===== config.mk =====
export PLATFORM = sky130hd
export DESIGN_NAME = uart_tx
export DESIGN_NICKNAME = d
export VERILOG_FILES = /design/src/rtl/uart_pkg.sv /design/src/rtl/baud_tick.sv /design/src/rtl/uart_tx.sv
export SDC_FILE = /design/constraint.sdc
export NUM_CORES = 1
export LEC_CHECK = 0
export ABC_AREA = 1
export BUFFER_PORTS_ARGS = -buffer_cell sky130_fd_sc_hd__buf_2
export CORE_UTILIZATION = 53
export CTS_CLUSTER_SIZE = 20
export DETAILED_ROUTE_END_ITERATION = 10
export GPL_TIMING_DRIVEN = 0
export PLACE_DENSITY_LB_ADDON = 0.12
export SLEW_MARGIN = 25
export SYNTH_ARGS = -nofsm -noshare
export SYNTH_HDL_FRONTEND = slang
export SYNTH_HIERARCHICAL = 1
export SYNTH_SLANG_ARGS = --single-unit

===== constraint.sdc =====
create_clock -name clk -period 1.4 [get_ports clk]
set_input_delay 0.14 -clock clk [delete_from_list [all_inputs] [get_ports clk]]
set_output_delay 0.14 -clock clk [all_outputs]
set_load 0.05 [all_outputs]

===== src/rtl/uart_pkg.sv =====
// Shared definitions for the UART transmitter: FSM state encoding and 8N1 frame constants.
package uart_pkg;

    localparam int unsigned DATA_BITS  = 8;
    localparam int unsigned IDX_W      = 3;
    localparam logic        STOP_LEVEL = 1'b1;
    localparam logic        START_LEVEL = 1'b0;
    localparam logic        IDLE_LEVEL = 1'b1;

    typedef enum logic [1:0] {
        IDLE  = 2'd0,
        START = 2'd1,
        DATA  = 2'd2,
        STOP  = 2'd3
    } uart_state_e;

endpackage


===== src/rtl/baud_tick.sv =====
// Bit timer: counts 0..CLKS_PER_BIT-1 and flags the terminal count (tick) and
// the cycle before it (tick_pre), both from flops so consumers can register off them.
module baud_tick #(
    parameter int unsigned CLKS_PER_BIT = 10416
) (
    input  logic clk,
    input  logic reset,
    input  logic clear,
    output logic tick,
    output logic tick_pre
);

    localparam int unsigned CW = $clog2(CLKS_PER_BIT);
    localparam logic [CW-1:0] LAST = CW'(CLKS_PER_BIT - 1);
    localparam logic [CW-1:0] PRE  = CW'(CLKS_PER_BIT - 2);

    logic [CW-1:0] cnt_q, cnt_d;
    logic          tick_q, tick_d;
    logic          pre_q, pre_d;

    always_comb begin
        cnt_d = cnt_q + CW'(1);
        if (clear || tick_q) begin
            cnt_d = '0;
        end
        tick_d = (cnt_d == LAST);
        pre_d  = (cnt_d == PRE);
    end

    // Flags track the counter value they describe, so reset matches count 0.
    always_ff @(posedge clk or negedge reset) begin
        if (!reset) begin
            cnt_q  <= '0;
            tick_q <= 1'b0;
            pre_q  <= (PRE == '0);
        end else begin
            cnt_q  <= cnt_d;
            tick_q <= tick_d;
            pre_q  <= pre_d;
        end
    end

    assign tick     = tick_q;
    assign tick_pre = pre_q;

endmodule


===== src/rtl/uart_tx.sv =====
// 8N1 UART transmitter. All outputs are flops loaded from next-state values,
// so tx/busy change in the cycle after the decision that causes them.
module uart_tx
    import uart_pkg::*;
#(
    parameter int unsigned CLKS_PER_BIT = 10416
) (
    input  logic                 clk,
    input  logic                 reset,
    input  logic [DATA_BITS-1:0] tx_data,
    input  logic                 tx_start,
    output logic                 tx,
    output logic                 busy,
    output logic                 done
);

    uart_state_e          state_q, state_d;
    logic [DATA_BITS-1:0] shift_q, shift_d;
    logic [IDX_W-1:0]     idx_q, idx_d;
    logic                 tx_q, tx_d;
    logic                 busy_q, busy_d;
    logic                 done_q, done_d;
    logic                 tick;
    logic                 tick_pre;
    logic                 timer_clear;

    // Timer held at zero while idle so START always begins at count 0.
    assign timer_clear = (state_q == IDLE);

    baud_tick #(
        .CLKS_PER_BIT(CLKS_PER_BIT)
    ) u_baud_tick (
        .clk     (clk),
        .reset   (reset),
        .clear   (timer_clear),
        .tick    (tick),
        .tick_pre(tick_pre)
    );

    always_comb begin
        state_d = state_q;
        shift_d = shift_q;
        idx_d   = idx_q;
        done_d  = 1'b0;
        tx_d    = IDLE_LEVEL;
        busy_d  = 1'b0;

        case (state_q)
            IDLE: begin
                if (tx_start) begin
                    state_d = START;
                    shift_d = tx_data;
                    idx_d   = '0;
                end
            end
            START: begin
                if (tick) begin
                    state_d = DATA;
                end
            end
            DATA: begin
                if (tick) begin
                    shift_d = shift_q >> 1;
                    if (idx_q == IDX_W'(DATA_BITS - 1)) begin
                        state_d = STOP;
                    end else begin
                        idx_d = idx_q + IDX_W'(1);
                    end
                end
            end
            STOP: begin
                // Raise done one cycle early so the flop is high on the terminal cycle.
                done_d = tick_pre;
                if (tick) begin
                    state_d = IDLE;
                end
            end
            default: state_d = IDLE;
        endcase

        case (state_d)
            IDLE:    tx_d = IDLE_LEVEL;
            START:   tx_d = START_LEVEL;
            DATA:    tx_d = shift_d[0];
            STOP:    tx_d = STOP_LEVEL;
            default: tx_d = IDLE_LEVEL;
        endcase
        busy_d = (state_d != IDLE);
    end

    always_ff @(posedge clk or negedge reset) begin
        if (!reset) begin
            state_q <= IDLE;
            shift_q <= '0;
            idx_q   <= '0;
            tx_q    <= IDLE_LEVEL;
            busy_q  <= 1'b0;
            done_q  <= 1'b0;
        end else begin
            state_q <= state_d;
            shift_q <= shift_d;
            idx_q   <= idx_d;
            tx_q    <= tx_d;
            busy_q  <= busy_d;
            done_q  <= done_d;
        end
    end

    assign tx   = tx_q;
    assign busy = busy_q;
    assign done = done_q;

endmodule


**Word level (Yosys, flattened, before mapping)**

Index checks and enable logic that the tools add are counted.

- Flip-flop bits (word level): 32
- Latch bits: 0
- Bits in writable memories: 0
- ROM bits: 0
- Bits of input ports: 11
- Output and inout bits: 3
- Logic and storage cells: 48
- Memories kept: 0

- Add/sub/neg operators: 2
- Multipliers: 0
- Divide/modulo/power cells: 0
- Magnitude comparators: 0
- Equality and inequality tests: 12
- Shift-type cells: 0
- Muxes and demuxes: 16
- Bitwise gates (word level): 0
- Reductions and logical operators: 8

Operators with widths:

| cell | count |
|---|---|
| == test 14 bit (second input constant) | 2 |
| two-way mux 8 bit | 2 |
| one-hot mux 8 bit (2 select lines) | 1 |
| adder 14 x 1 -> 14 bit (second input constant) | 1 |
| two-way mux 14 bit | 1 |
| two-way mux 2 bit | 5 |
| two-way mux 3 bit | 3 |
| == test 2 bit (second input constant) | 4 |
| one-hot mux 2 bit (4 select lines) | 1 |
| one-hot mux 3 bit (2 select lines) | 1 |
| == test 2 x 1 -> 1 bit (second input constant) | 2 |
| zero test 2 bit | 2 |
| != test 2 bit (second input constant) | 2 |
| AND reduction 4 bit | 1 |
| nonzero test 2 bit | 2 |
| adder 3 x 1 -> 3 bit (second input constant) | 1 |
| == test 3 bit (second input constant) | 1 |
| one-hot mux 1 bit (3 select lines) | 1 |
| AND reduction 3 bit | 1 |
| != test 2 x 1 -> 1 bit (second input constant) | 1 |
| OR reduction 2 bit | 1 |
| logical OR 1 bit | 1 |
| two-way mux 1 bit | 1 |

**Longest topological paths before layout**

- Depth after elaboration: 7
- Mapped depth: 10
- Depth with buffers taken out: 10

**Cells and area by module**

The synthesis kept the hierarchy.

Modules (own cells, without submodules):

| module | instances | cells an instance | area an instance (sq um) | seq. area each (sq um) |
|---|---|---|---|---|
| baud_tick | 1 | 123 | 907.1 | 400.4 |
| uart_tx | 1 | 90 | 840.8 | 401.6 |

**Worst setup path after synthesis**

Ideal clock, no wire load.

- Kind: reg-to-reg
- From: register idx_q[0]
- To: register tx_q (netlist: tx)
- Setup time: 0.073 ns
- Arrival: 1.390 ns
- Data required time: 1.327 ns
- Setup slack: -0.063 ns
- Stages on the path, launching flop included: 8
- Path buffers: 0
- Period minus slack after synthesis: 1.463 ns
- Cells stage by stage: dfrtp_1 ha_1 ha_1 a21oi_1 nor3_2 inv_1 ha_1 a21oi_1

- Longest elaborated chain between the ends: 7
- Elaborated cells between the ends (all ways): 10
- Classes of those cells: 4 x eq/ne; 4 x mux; 2 x reduce/logical

Ends and longest elaborated chain:

| item | RTL line | source |
|---|---|---|
| start: declaration | uart_tx.sv:19 | `logic [IDX_W-1:0] idx_q, idx_d;` |
| start signal: assignment | uart_tx.sv:102 | `idx_q <= idx_d;` |
| == test 3 bit (*) | uart_tx.sv:64 | `if (idx_q == IDX_W'(DATA_BITS - 1)) begin` |
| two-way mux 2 bit (*) | uart_tx.sv:64 |  |
| two-way mux 2 bit (*) | uart_tx.sv:62 | `if (tick) begin` |
| one-hot mux 2 bit (4 select lines) (*) | uart_tx.sv:48 | `case (state_q)` |
| via state_d[0] | uart_tx.sv:17 | `uart_state_e state_q, state_d;` |
| == test 2 bit or zero test 2 bit (tied branches) | uart_tx.sv:81 | `case (state_d)` |
| OR reduction 2 bit (no source line) | - |  |
| one-hot mux 1 bit (3 select lines) (*) | uart_tx.sv:81 |  |
| via tx_d | uart_tx.sv:20 | `logic tx_q, tx_d;` |
| end signal: assignment | uart_tx.sv:103 | `tx_q <= tx_d;` |
| end: declaration | uart_tx.sv:20 |  |

The timed path passes the listed nets; every way through them passes the cells marked *.
A chain may end at the register's enable or synchronous reset.

**Final worst setup path**

- From: register state_q[1]
- To: register tx_q (netlist: tx)

- Elaborated cells between the ends (all ways): 17
- Classes of those cells: 6 x eq/ne; 8 x mux; 3 x reduce/logical

RTL lines:

| item | RTL line | source |
|---|---|---|
| start: declaration | uart_tx.sv:17 |  |
| start signal: assignment | uart_tx.sv:100 | `state_q <= state_d;` |
| zero test 2 bit (*) | - |  |
| via timer_clear | uart_tx.sv:25 | `logic timer_clear;` |
| one-hot mux 2 bit (4 select lines) (*) | uart_tx.sv:48 |  |
| via state_d[0] | uart_tx.sv:17 |  |
| == test 2 bit or zero test 2 bit (tied branches) | uart_tx.sv:81 |  |
| OR reduction 2 bit (no source line) | - |  |
| one-hot mux 1 bit (3 select lines) (*) | uart_tx.sv:81 |  |
| via tx_d | uart_tx.sv:20 |  |

Marks and branches as above.

==> summary.txt <==
Hold path
  • Hold_sp: tx_data[4]
  • Worst Hold Class: in2reg
  • WHS Path Cells: 3
  • Min-Delay Endpoint: shift_q[4]$_DFFE_PN0P_

Global route
  • Global-route wire length before repair: roughly 5600 um
  • Vias in the first global route: about 1400
  • Grt ovf: 0
  • Global Route Usage Sum: a little over a fifth
  • Pin count of the biggest net entering global routing: 33
  • Initial antenna violation count: 0

Clocking
  • CTS tree: yes
  • CTS root buf: clkbuf_4
  • H-tree depth: 2
  • Sink Count: 32
  • Worst-case clock buffer depth: 2
  • CTS buffer count: 5
  • Clock transition at path regs: 100 ps
  • Worst skew pair latency: approximately 330 ps

Layout
  • Commonest non-fill, non-tap cell in the layout: nand2_1
  • Cell Count, Final, Fillers Out: slightly below 300
  • Layout cell share with drive strength beyond 1: around a third
  • Final nets: 261
  • Final Util: a little over two thirds
  • # diodes: 0
  • Most frequent cells in the layout: nand2_1 (53), inv_1 (29), dfrtp_1 (27)
  • Layout area overhead: 23.6%

Synth
  • Synth top area cells: dfrtp_1 (44%), nand2_1 (12%), inv_1 (6.9%), nand3_1 (4.6%), nor2_1 (4.5%)
  • Area leader, netlist: dfrtp_1
  • Mapped Cells: approximately 210
  • Syn nets: 230
  • Count of state elements after synthesis: 32
  • Share of the synthesized area in the top cell type: approximately 44%
  • Distinct cells, synth: 26
  • Warnings, synthesis: 6
  • Post-synthesis sequential area ratio: 45.9%
  • Syn Area/Cell: about 8.2 sq um
  • Post-Synthesis Cell Area: 1750 sq um

Die
  • DIE HEIGHT: between 50 and 60 um
  • Num rows: 20
  • Die X: just under 60 um
  • Die area: around 3500 sq um
  • Starting Density: between 50% and 60%
  • Core ar.: ~3100 sq um
  • Top-Level Pins: 14

Worst setup path
  • Critical-path cell list: nor2_4, inv_4, nor2_1, nor3_2, inv_2, buf_6, ha_4, nand2_2, a21oi_2
  • CP Class: reg2reg
  • Worst r2r src: state_q[1]$_DFF_PN0_
  • Crit Reg-Reg Endpoint: tx$_DFF_PN1_
  • R2r setup slk: -80 ps
  • Crit path max fanout: 4
  • Worst stage delay on the critical path: roughly 460 ps
  • WP data arrival: between 1500 and 2000 ps
  • CP endpoint kind: register
  • R2R cell count: 9
  • CP max stage cell: dfrtp_2
  • Crit path buf inv count: 3
  • CP startpoint kind: register
  • Cell family with most CP delay: simple AND/OR/NAND/NOR gates
  • CP required: ~1700 ps

STA
  • Final Worst Setup Slack: -77.7 ps
  • Relative slew slack: between 50% and 60%
  • Pins Over Slew Limit: 0
  • Final Skew: about 4.1 ps
  • Fin. Hold Viols: 0
  • Final critical-path share of the clock period: 106%
  • Min Tclk post-route: between 1000 and 1500 ps
  • Setup Total Neg Slack: -78.6 ps
  • Unrepaired setup endpoints after global routing: yes
  • Setup violators final: 2
  • Worst-Margin Slew: ~700 ps
  • Maximum clock rate: just under 700 MHz
  • Hold_ws: between 20 and 25 ps

Detailed routing
  • WL/cell: 12.1 um
  • DR iter-0 viols: 62
  • Total wire length: ~3500 um
  • DRT Pass-1 Iters: 4
  • Total number of vias: 1457
  • Via density: roughly 5
  • Antenna viol nets, final: 0
  • # DRC: 0

Placement
  • GPL Wtd Cong: 0.895
  • I/O Buffers: 13
  • Dpl hpwl: around 2500 um
  • Placed cells: 270

Status
  • Failing checks: negative setup slack
  • Status: finished, violations left

Power and ir drop
  • Maximum VDD drop: a little under 0.0008 V
  • Pwr Density: around 1200 nW/um^2
  • Lkg Pwr: 1.14 nW

Run
  • Max_cap viols: 0
-- synthesized netlist by cell type, drive strengths merged --
| master | instances |
|---|---|
| nand4 | 3 |
| nor2 | 33 |
| ha | 6 |
| a31oi | 1 |
| buf | 1 |
| a22o | 1 |
| o21ai | 4 |
| inv | 36 |
| a21oi | 4 |
| a22oi | 6 |
| nand2 | 61 |
| dfstp | 1 |
| nor3 | 4 |
| nand3 | 20 |
| dfrtp | 31 |
| or2 | 1 |
-- layout make-up --
cell class | instances | area (sq um)
Buffer | 1 | 11.3
Clock buffer | 6 | 51.3
Clock inverter | 2 | 10.0
Fill cell | 260 | 942
Inverter | 36 | 138
Multi-Input combinational cell | 144 | 935
Sequential cell | 32 | 807
Tap cell | 44 | 55.1
Timing Repair Buffer | 24 | 154
-- metrics by stage --
| step | setup WS [ps] | area [sq um] | total power, mW |
|---|---|---|---|
| detailed placement | -255 | 1870 | 1.80 |
| global route | -142 | 2160 | 2.73 |
| CTS | -148 | 2110 | 2.50 |
| global placement | -179 | 1870 | 1.76 |
| floorplan | -33.5 | 1750 | 1.63 |
| finish | -77.7 | 2160 | 2.55 |
-- worst min-delay path: stages --
cell	delay, ps
buf_2	70
a22oi_1	50
nand2_1	50
-- timing repair --
| action | in CTS | in global routing |
|---|---|---|
| hold buffers | 1 | 0 |
| buffers inserted | 7 | 3 |
| resized for setup | 29 | 7 |
| setup endpoints to repair | 4 | 3 |
| pin swaps | 12 | 9 |
| endpoints found under the hold margin | 31 | 0 |
-- registers in the layout, summed over array words and instances, names as in the netlist, 2 cells and up --
name               count
u_baud_tick/cnt_q     14
shift_q                8
idx_q                  3
state_q                2
-- power by group --
| part | switching, mW | internal, mW | total (mW) |
|---|---|---|---|
| registers | 0.158 | 1.07 | 1.22 |
| clock network | 0.315 | 0.239 | 0.554 |
| logic | 0.491 | 0.286 | 0.778 |
-- cell families (layout without fill, tap and decap cells) --
kind of cell,Yosys count,count (layout),share of synthesized area (%)
flops,32,32,45.9
compound gates,16,16,5.73
simple gates,122,122,35.8
fa+ha+maj,6,6,4.29
buf+inv,37,69,8.30
-- metal layers --
| metal | share of wire [%] | global-route usage [%] |
|---|---|---|
| met5 | 0 | 0 |
| met4 | 1.5 | 8.16 |
| met3 | 3.3 | 6.33 |
| met2 | 51 | 37.9 |
| met1 | 44 | 25.4 |
-- worst max path at each step --
stage	from	cells after the start	slack, ps	to
after floorplan	idx_q[0]$_DFFE_PN0P_	7	-30	tx$_DFF_PN1_
after global placement	state_q[1]$_DFF_PN0_	7	-180	u_baud_tick/tick$_DFF_PN0_
after detailed placement	idx_q[0]$_DFFE_PN0P_	7	-250	tx$_DFF_PN1_
after CTS	idx_q[1]$_DFFE_PN0P_	9	-150	tx$_DFF_PN1_
after global routing	state_q[1]$_DFF_PN0_	7	-140	tx$_DFF_PN1_
final	state_q[1]$_DFF_PN0_	9	-80	tx$_DFF_PN1_
Note: power is estimated with default switching activity, not from simulation.
